===== config.mk =====
export PLATFORM = sky130hd
export DESIGN_NAME = pc_fetch_unit
export DESIGN_NICKNAME = d
export VERILOG_FILES = /design/src/rtl/mips_pkg.sv /design/src/rtl/fetch_target_calc.sv /design/src/rtl/pc_fetch_unit.sv
export SDC_FILE = /design/constraint.sdc
export NUM_CORES = 1
export LEC_CHECK = 0
export ABC_AREA = 1
export CORE_MARGIN = 3
export CORE_UTILIZATION = 40
export CTS_BUF_LIST = sky130_fd_sc_hd__clkbuf_16
export DETAILED_ROUTE_END_ITERATION = 10
export PLACE_DENSITY = 0.66
export SYNTH_ARGS = -nofsm -noshare
export SYNTH_HDL_FRONTEND = slang
export SYNTH_SLANG_ARGS = --single-unit
export TNS_END_PERCENT = 50

===== constraint.sdc =====
create_clock -name clk -period 2.57 [get_ports clk]
set_input_delay 0.3855 -clock clk [delete_from_list [all_inputs] [get_ports clk]]
set_output_delay 0.3855 -clock clk [all_outputs]
set_load 0.05 [all_outputs]

===== src/rtl/mips_pkg.sv =====
// mips_pkg: shared fetch FSM state encoding, redirect kind codes and reset PC default
package mips_pkg;
  typedef enum logic [1:0] {IDLE, REQ, WAIT, DRAIN} fetch_state_t;
  typedef enum logic [1:0] {RK_NONE = 2'b00, RK_BRANCH = 2'b01, RK_JUMP = 2'b10, RK_JR = 2'b11} redirect_kind_t;
  localparam logic [31:0] RESET_PC_DEFAULT = 32'h0000_0000;
endpackage


===== src/rtl/fetch_target_calc.sv =====
// fetch_target_calc: redirect target from kind/base/offset/jump_target/jr_addr, plus jr misalign flag
module fetch_target_calc
  import mips_pkg::*;
(
  input  logic [1:0]  kind,
  input  logic [31:0] base,
  input  logic [15:0] offset,
  input  logic [25:0] jump_target,
  input  logic [31:0] jr_addr,
  output logic [31:0] target,
  output logic        misalign
);
  assign target = kind == RK_BRANCH ? base + {{14{offset[15]}}, offset, 2'b00}
                : kind == RK_JUMP   ? {base[31:28], jump_target, 2'b00}
                :                     {jr_addr[31:2], 2'b00};
  assign misalign = kind == RK_JR && |jr_addr[1:0];
endmodule


===== src/rtl/pc_fetch_unit.sv =====
// pc_fetch_unit: single-outstanding imem fetch FSM (clk, rst_n, imem req/rsp, stall, redirect_*) driving IF/ID regs if_*, with hold buffer and jr misalign pulse
module pc_fetch_unit
  import mips_pkg::*;
#(
  parameter logic [31:0] RESET_PC = RESET_PC_DEFAULT
) (
  input  logic        clk,
  input  logic        rst_n,
  output logic        imem_req_valid,
  input  logic        imem_req_ready,
  output logic [31:0] imem_addr,
  input  logic        imem_rsp_valid,
  input  logic [31:0] imem_rsp_data,
  input  logic        stall,
  input  logic        redirect_valid,
  input  logic [1:0]  redirect_kind,
  input  logic [31:0] redirect_base,
  input  logic [15:0] branch_offset,
  input  logic [25:0] jump_target,
  input  logic [31:0] jr_addr,
  output logic        if_valid,
  output logic [31:0] if_instr,
  output logic [31:0] if_pc4,
  output logic        misalign
);
  fetch_state_t state, state_n;
  logic [31:0] pc, target, hold_instr, hold_pc4;
  logic        hold_valid, misalign_c, redir, hs, rsp_take;
  fetch_target_calc u_calc (
    .kind(redirect_kind),
    .base(redirect_base),
    .offset(branch_offset),
    .jump_target(jump_target),
    .jr_addr(jr_addr),
    .target(target),
    .misalign(misalign_c)
  );
  assign redir          = redirect_valid && redirect_kind != RK_NONE;
  assign imem_req_valid = state == REQ && !hold_valid;
  assign imem_addr      = pc;
  assign hs             = imem_req_valid && imem_req_ready;
  assign rsp_take       = state == WAIT && imem_rsp_valid && !redir;
  always_ff @(posedge clk or negedge rst_n)
    if (!rst_n) state <= IDLE;
    else state <= state_n;
  always_comb begin
    state_n = state;
    case (state)
      IDLE:    state_n = REQ;
      REQ:     state_n = hs ? (redir ? DRAIN : WAIT) : REQ;
      WAIT:    state_n = imem_rsp_valid ? REQ : (redir ? DRAIN : WAIT);
      DRAIN:   state_n = imem_rsp_valid ? REQ : DRAIN;
      default: state_n = IDLE;
    endcase
  end
  always_ff @(posedge clk or negedge rst_n) begin
    if (!rst_n) begin
      pc         <= RESET_PC;
      if_valid   <= 1'b0;
      if_instr   <= '0;
      if_pc4     <= '0;
      hold_valid <= 1'b0;
      hold_instr <= '0;
      hold_pc4   <= '0;
      misalign   <= 1'b0;
    end else begin
      misalign <= redir && misalign_c;
      if (redir) begin
        pc         <= target;
        if_valid   <= 1'b0;
        hold_valid <= 1'b0;
      end else begin
        if (rsp_take) pc <= pc + 32'd4;
        if (rsp_take && (!if_valid || !stall)) begin
          if_valid <= 1'b1;
          if_instr <= imem_rsp_data;
          if_pc4   <= pc + 32'd4;
        end else if (if_valid && !stall) begin
          if_valid   <= hold_valid;
          hold_valid <= 1'b0;
          if (hold_valid) begin
            if_instr <= hold_instr;
            if_pc4   <= hold_pc4;
          end
        end
        if (rsp_take && if_valid && stall) begin
          hold_valid <= 1'b1;
          hold_instr <= imem_rsp_data;
          hold_pc4   <= pc + 32'd4;
        end
      end
    end
  end
endmodule


-- After elaboration in Yosys (flattened, before gate mapping)
Cells that the tools add are included.
- output and inout bits: 99
- latch bits: 0
- bits in registers: 165
- bits of input ports: 146
- memories: 0
- logic and storage cells: 68
- bits in writable memories: 0
- ROM bits: 0
- $mul: 0
- divide/modulo/power cells: 0
- reduce and logical (&&, ||, !) cells: 27
- bitwise operators: 1
- $add $sub $neg: 2
- equal/unequal tests: 7
- $lt $le $gt $ge: 0
- mux-type cells: 22
- shift-type cells: 0
- operators with widths (kind ; count):
    two-way mux 32 bit ; 10
    adder 32 x 3 -> 32 bit (second input constant) ; 1
    adder 32 bit ; 1
    logical AND 1 bit ; 11
    == test 2 bit (second input constant) ; 4
    two-way mux 1 bit ; 8
    one-hot mux 2 bit (4 select lines) ; 1
    nonzero test 2 bit ; 4
    two-way mux 2 bit ; 3
    nonzero test 3 bit ; 2
    == test 2 x 1 -> 1 bit (second input constant) ; 2
    zero test 1 bit ; 4
    AND reduction 2 bit ; 2
    != test 3 x 2 -> 1 bit (second input constant) ; 1
    AND reduction 3 bit ; 1
    zero test 2 bit ; 1
    OR reduction 2 bit ; 1
    logical OR 1 bit ; 1
    NOT 1 bit ; 1

-- Logic depth before layout (Yosys ltp)
Gate-level depths: netlist of the first run.
- word-level depth: 8
- mapped depth: 15
- depth with buffers taken out: 15

-- Cells and area by module
From an unflattened synthesis of the first run, not the netlist that was laid out.
- cell total of the unflattened synthesis: 1583
- area total of the unflattened synthesis: 10562.6 sq um
- modules (own cells, without submodules) (module ; times used ; sequential area each (sq um) ; cells each ; area each (sq um)):
    pc_fetch_unit ; 1 ; 4129.0 ; 988 ; 7736.2
    fetch_target_calc ; 1 ; 0.0 ; 595 ; 2826.5

-- Worst setup path after synthesis of the first run
No wires, ideal clock.
- path type: flip-flop to flip-flop
- start point: reg pc[2], in the netlist imem_addr[2]
- end point: reg pc[24], in the netlist imem_addr[24]
- library setup time: 0.068 ns
- period minus slack after synthesis: 2.081 ns
- arrival time: 2.013 ns
- stages on the path, launching flop included: 11
- setup slack: 0.489 ns
- cells stage by stage: dfrtp_1 > ha_1 > nand3_2 > nor2_4 > nand2_2 > nor2_4 > nand2_2 > nor2_2 > xor2_1 > a22oi_1 > nand2_1
- longest elaborated chain between the ends: 3
- ends and longest elaborated chain (what ; RTL line ; text):
    start: declaration ; pc_fetch_unit.sv:27 ; logic [31:0] pc, target, hold_instr, hold_pc4;
    start signal: assignment ; pc_fetch_unit.sv:69 ; pc <= target;
    start signal: assignment ; pc_fetch_unit.sv:73 ; if (rsp_take) pc <= pc + 32'd4;
    adder 32 x 3 -> 32 bit ; pc_fetch_unit.sv:73 ;
    two-way mux 32 bit ; pc_fetch_unit.sv:73 ;
    two-way mux 32 bit ; pc_fetch_unit.sv:68 ; if (redir) begin
No other way between the ends. The select of a mux whose other input is x is not followed.
A chain may end at the register's enable or synchronous reset.

-- Worst setup path in the final report of the first run
- start point: reg state[1]
- end point: out imem_req_valid
- longest elaborated chain between the ends: 2
- ends and longest elaborated chain (what ; RTL line ; text):
    start: declaration ; pc_fetch_unit.sv:26 ; fetch_state_t state, state_n;
    start signal: assignment ; pc_fetch_unit.sv:45 ; else state <= state_n;
    == test 2 x 1 -> 1 bit ; pc_fetch_unit.sv:39 ; assign imem_req_valid = state == REQ && !hold_valid;
    logical AND 1 bit ; pc_fetch_unit.sv:39 ;
    end: declaration ; pc_fetch_unit.sv:9 ; output logic imem_req_valid,
No other way between the ends.

==> metrics.cfg, run 1 <==
[critical_path]
worst_setup_path_start_kind = flop
worst-path-max-fanout = 3
cp-end-kind = output pin
path_class = reg2out
worst_ep_required_time_ns = 2.18
arrival_ns = 1.96

[sta]
period_minus_slack_ns = 2.34
whs_ns = 0.464
drv_slew = 0
rsz0062_at_grt = no
finalSetupViolCount = 0
hold_violations = 0
fin_setup_tns_ns = 0
min_period_over_period_pct = 91.2
worst_pin_slew_ns = 0.650
relSlewSlack_pct = 56.5
fmax_mhz = 427
clock-skew-final_ns = 0.0197
layout_setup_ws_ns = 0.225

[synthesis]
synth_top_family_by_area = simple AND/OR/NAND/NOR gates
synth_most_common_cell = nand2_1
synth.ff_latch_count = 165
synth_compound_area_share_pct = 12.2
ys.flop_type = dfrtp_1
async_reset_ff_share_pct = 100
avgSynthCellArea_um2 = 6.76
ys_types = 35
yosys_warnings = 0
synthMuxAreaShare_pct = 0
syn_inst = 1533
synth-edff-count = 0
synthTopCellsByCount = nand2_1, dfrtp_1, nor2_1
synth_xor_area_share_pct = 2.11
synth-seq-area-share_pct = 39.8
synth_simple_gate_area_share_pct = 34.1
synthAdderAreaFrac_pct = 3.82
syn_area_um2 = 10400
yosys.area.top_type = dfrtp_1
synth_nets = 1710
synth_top_area_share_pct = 39.8
synth_area_leaders = dfrtp_1, nand2_1, nor2_1

[clock_network]
ctsLongestPathBuffers = 2
cts.htree.levels = 4
clock_sinks = 165
cts.clk_slew.worst_paths_ns = 0.07
cts_tree = built
clock_latency_ns = 0.43
cts_made_buffers = 17
root_buffer = clkbuf_16
cts_setup_buffers = 0

[floorplan]
die_h_um = 167
rows = 58
initial_utilization_pct = 40.9
die_area_um2 = 27900
io_pins = 245
core_area_um2 = 25300
die_x_um = 167

[global_routing]
grt_pass1_vias = 10146
grtUsageMet1_pct = 32.7
antenna_found_initial = 0
grt_max_degree = 61
met3_usage_pct = 4.91
grt_first_pass_wirelength_mm = 55.2
grt.busiest_layer = met2
gr-usage-met2_pct = 41.3
overflow = 0
track_usage_pct = 24.6

[final_layout]
final_nets = 1970
fillCellCount = 2446
antennaDiodeCount = 0
drive_above_1_share_pct = 5.92
area_delta_synth_final_pct = 35.8

[hold_path]
hp-class = in2async

[power_and_ir_drop]
ir_drop_uv = 615
switching_share_pct = 42.6
power-per-cell-area_nw_per_um2 = 740
p_clk_share_pct = 24.9
p_int_uw = 5980
p_leak_uw = 0.00683
netSwitchingPower_uw = 4440
power_uw = 10400
p_comb_share_pct = 42.2
sequentialPowerShare_pct = 32.9

[place]
gp_congestion = 0.939
dpl.hpwl_mm = 27.0
numPortBuffers = 244
preCtsSetupSlack_ns = -0.0944

[status]
status = complete, no violations

[detailed_routing]
drt_wl_total_mm = 34.6
postRouteAntennaNets = 0
route.detailed.drc = 0
drtPass1Iterations = 6
wire_per_inst_um = 16.2
viasPerCell = 5.03
first_iter_violations = 804
vias = 10750

[run]
maxCapViolCount = 0

## through the flow
stage | instances | utilization, % | area [µm²]
after floorplan | 1533 | - | 10400
after CTS | 2136 | 55.6 | 14100
after detailed placement | 2103 | 53.2 | 13500
after global placement | 2103 | 53.2 | 13500
after global routing | 2136 | 55.6 | 14100
final | 2136 | 55.6 | 14100
## power by group through the flow
stage	registers (µW)	clock network, µW	logic [µW]
finish	3420	2600	4400
global route	3490	2740	4690
CTS	3420	2640	4420
detailed placement	3470	0	4410
global placement	3460	0	4380
floorplan	4940	0	1150
## kinds of logic (layout without fill, tap and decap cells)
group | Yosys count | after routing
compound gates | 223 | 223
flops | 165 | 165
fa+ha+maj | 31 | 31
simple gates | 889 | 889
xor+xnor | 25 | 25
buf+inv | 200 | 473
## layer usage
layer | vias up | wire length [µm]
met2 | 312 | 16500
li1 | 5408 | -
met4 | 0 | 596
met1 | 4999 | 15100
met5 | - | 0
met3 | 31 | 2380
## placed cells by master, fill, tap and decap left out, types with 3 or more instances in the layout
| cell type | count |
|---|---|
| nand2_1 | 619 |
| clkdlybuf4s50_1 | 243 |
| dfrtp_1 | 165 |
| nor2_1 | 164 |
| inv_1 | 136 |
| o21ai_0 | 79 |
| nand3_1 | 62 |
| a21oi_1 | 48 |
| buf_4 | 46 |
| a31oi_1 | 37 |
| ha_1 | 30 |
| o21ai_1 | 25 |
| xor2_1 | 21 |
| clkbuf_16 | 17 |
| a22oi_1 | 14 |
| nor3_1 | 14 |
| o211ai_1 | 10 |
| nand4_1 | 9 |
| buf_12 | 9 |
| inv_6 | 6 |
| o21bai_1 | 5 |
| inv_2 | 5 |
| nor2_4 | 5 |
| xnor2_1 | 4 |
| nor4_1 | 4 |
| nand3b_1 | 3 |
| nand2_2 | 3 |
| clkinv_8 | 3 |
| inv_8 | 3 |
## final cells by class
class / instances / area, µm² / share of cell area (%)
clock buffer: 17 / 425 / 3.02
timing repair buffer: 300 / 2980 / 21.2
clock inverter: 15 / 178 / 1.26
tap: 330 / 413 / 2.93
multi-input combinational: 1168 / 5420 / 38.5
sequential: 165 / 4130 / 29.3
inverter: 141 / 529 / 3.76
## state kept, by name (all words and copies together) (netlist names)
register,flops
misalign,1
imem_addr,32
if_pc4,32
hold_valid,1
hold_pc4,32
if_valid,1
hold_instr,32
state,2
if_instr,32
## final timing paths
check | from | endpoint | slack (ns) | cells after the start
max | state[1] | imem_req_valid | 0.23 | 2
min | rst_n | hold_instr[4] | 0.46 | 2
max reg2reg | imem_addr[2] | imem_addr[24] | 0.41 | 10
min reg2reg | hold_instr[3] | hold_instr[3] | 0.47 | 2
max in group asynchronous | rst_n | hold_instr[31] | 1.31 | 3
min in group clk | hold_instr[3] | hold_instr[3] | 0.47 | 2
## timing repair
item                                   4_1_cts  5_1_grt
hold buffers                                 1        0
resized for setup                            0        0
endpoints found under the hold margin       48        0
## worst max-delay path, stage by stage, from the launching register on
cell             delay (ns)
dfrtp_1                0.40
nor3_1                 0.27
clkdlybuf4s50_1        0.87
Power figures use the tool's default switching activity.
==> inputs of run 2 (changes only) <==
CORE_UTILIZATION = 42   (was 40)
PLACE_DENSITY = 0.69   (was 0.66)
==> run 2 against run 1 <==
  * Sequential share of layout area is 0.17 points higher
  * Final area fell by 0.58%
  * Register-to-register slack worse by 0.05 ns
  * Power fell by 1.2%
  * Clock skew shrank 0.00081 ns
  * Critical endpoint unchanged
==> metrics.cfg, run 2 (synthesis results as in run 1) <==
[global_routing]
track_usage_pct = 25.7  ; was 24.6%
gr-usage-met2_pct = 43.0  ; was 41.3%
grt_pass1_vias = 10376  ; was 10146
grt_max_degree = 60  ; was 61
grtUsageMet1_pct = 34.2  ; was 32.7%
antenna_found_initial = 0  ; unchanged
overflow = 0  ; unchanged
grt_first_pass_wirelength_mm = 54.1  ; was 55.2 mm
met3_usage_pct = 4.29  ; was 4.91%
grt.busiest_layer = met2  ; unchanged

[sta]
clock-skew-final_ns = 0.0189  ; was 0.0197 ns
rsz0062_at_grt = no  ; unchanged
hold_violations = 0  ; unchanged
layout_setup_ws_ns = 0.139  ; was 0.225 ns
fmax_mhz = 411  ; was 427 MHz
finalSetupViolCount = 0  ; unchanged
min_period_over_period_pct = 94.6  ; was 91.2%
worst_pin_slew_ns = 0.598  ; was 0.650 ns
period_minus_slack_ns = 2.43  ; was 2.34 ns
relSlewSlack_pct = 60.0  ; was 56.5%
drv_slew = 0  ; unchanged

[place]
gp_congestion = 0.941  ; was 0.939
preCtsSetupSlack_ns = -0.0626  ; was -0.0944 ns
dpl.hpwl_mm = 26.1  ; was 27.0 mm
place_inst = 2086  ; was 2103
numPortBuffers = 244  ; unchanged

[clock_network]
root_buffer = clkbuf_16  ; unchanged
cts.clk_slew.worst_paths_ns = 0.07  ; about the same
cts.htree.levels = 4  ; unchanged
cts_tree = built  ; unchanged
cts-resized-gates = 0  ; unchanged
cts_made_buffers = 17  ; unchanged
ctsLongestPathBuffers = 2  ; unchanged
cts_setup_buffers = 0  ; unchanged
clock_sinks = 165  ; unchanged
clock_latency_ns = 0.44  ; was 0.43 ns

[detailed_routing]
route.detailed.drc = 0  ; unchanged
viasPerCell = 5.10  ; was 5.03
vias = 10816  ; was 10750
first_iter_violations = 994  ; was 804
drt_wl_total_mm = 33.9  ; was 34.6 mm
postRouteAntennaNets = 0  ; unchanged
wire_per_inst_um = 16.0  ; was 16.2 µm
drtPass1Iterations = 8  ; was 6

[floorplan]
core_area_um2 = 23800  ; was 25300 µm²
die_x_um = 163  ; was 167 µm
io_pins = 245  ; unchanged
rows = 56  ; was 58
die_area_um2 = 26600  ; was 27900 µm²
initial_utilization_pct = 43.5  ; was 40.9%
die_h_um = 163  ; was 167 µm

[power_and_ir_drop]
ir_drop_uv = 728  ; was 615 µV
p_leak_uw = 0.00679  ; was 0.00683 µW
power-per-cell-area_nw_per_um2 = 735  ; was 740 nW/µm²

[critical_path]
worst-path-max-fanout = 3  ; unchanged
arrival_ns = 2.05  ; was 1.96 ns
worst_setup_path_start_kind = flop  ; unchanged
cp-end-kind = output pin  ; unchanged
worst_ep_required_time_ns = 2.18  ; about the same
path_class = reg2out  ; unchanged

[final_layout]
final_nets = 1964  ; was 1970
finalNonFillerCells = 2119  ; was 2136
layout_common_cells = nand2_1, clkdlybuf4s50_1, dfrtp_1  ; unchanged
drive_above_1_share_pct = 5.56  ; was 5.92%
utilization_pct = 58.7  ; was 55.6%
fillCellCount = 2270  ; was 2446
final_common_cell = nand2_1  ; unchanged
area_delta_synth_final_pct = 35.0  ; was 35.8%
antennaDiodeCount = 0  ; unchanged

[run]
maxCapViolCount = 0  ; unchanged

[status]
status = complete, no violations  ; unchanged

[hold_path]
hp-class = reg2reg  ; was in2async

[run 2: cell count changes in the layout (fill, tap and decap cells not counted)]
cell	delta
buf_4	-6
inv_6	-3
inv_8	+3
clkinv_4	+2
bufinv_16	-1
clkinv_1	+1
clkinv_2	-1
clkinv_8	-1
[run 2: per-layer routing]
metal / share of wire, % / wire length [µm]
met2: 48 / 16200
met4: 2.7 / 910
met5: 0 / 0
met3: 4.9 / 1670
met1: 45 / 15100
[run 2: through the flow]
stage,TNS [ns],hold slack [ns],total power (µW),area [µm²]
final,0,0.472,10300,14000
after global routing,0,0.493,10800,14000
after CTS,0,0.475,10400,14000
after detailed placement,-0.150,0.400,7830,13400
after global placement,-0.0934,0.403,7790,13400
after floorplan,0,0.0899,6090,10400
[run 2: report_power, final]
part	internal (µW)	switching, µW
registers	3060	371
clock network	1300	1210
logic	1510	2830
[run 2: worst paths after layout]
check / startpoint / endpoint / slack [ns] / cells past startpoint
worst min register to register: hold_pc4[3] / hold_pc4[3] / 0.47 / 2
worst max-delay path: state[1] / imem_req_valid / 0.14 / 2
min in group asynchronous: rst_n / if_instr[17] / 0.49 / 2
max in group asynchronous: rst_n / if_pc4[14] / 1.38 / 3
worst min-delay path: hold_pc4[3] / hold_pc4[3] / 0.47 / 2
worst max register to register: imem_addr[2] / if_pc4[22] / 0.36 / 10
[run 2: what timing repair did]
item                                    4_1_cts  5_1_grt
endpoints found under the setup margin        0        0
hold buffers                                  1        0
hold endpoints to repair                     56        0
[run 2: worst max-delay path: stages (launching register included)]
cell	delay [ns]
dfrtp_1	0.40
nor3_1	0.33
clkdlybuf4s50_1	0.87
[run 2: final cells by class]
| type | count | area, µm² | area share, % |
|---|---|---|---|
| Tap cell | 319 | 399 | 2.85 |
| Timing Repair Buffer | 294 | 2930 | 21.0 |
| Clock inverter | 15 | 155 | 1.11 |
| Clock buffer | 17 | 425 | 3.04 |
| Inverter | 141 | 529 | 3.78 |
| Multi-Input combinational cell | 1168 | 5420 | 38.7 |
| Sequential cell | 165 | 4130 | 29.5 |
==> inputs of run 3 (changes only) <==
CTS_CLUSTER_DIAMETER = 80   (was unset)
==> results of run 3 <==
No change in the layout: final DEF, timing and power equal those of run 2.
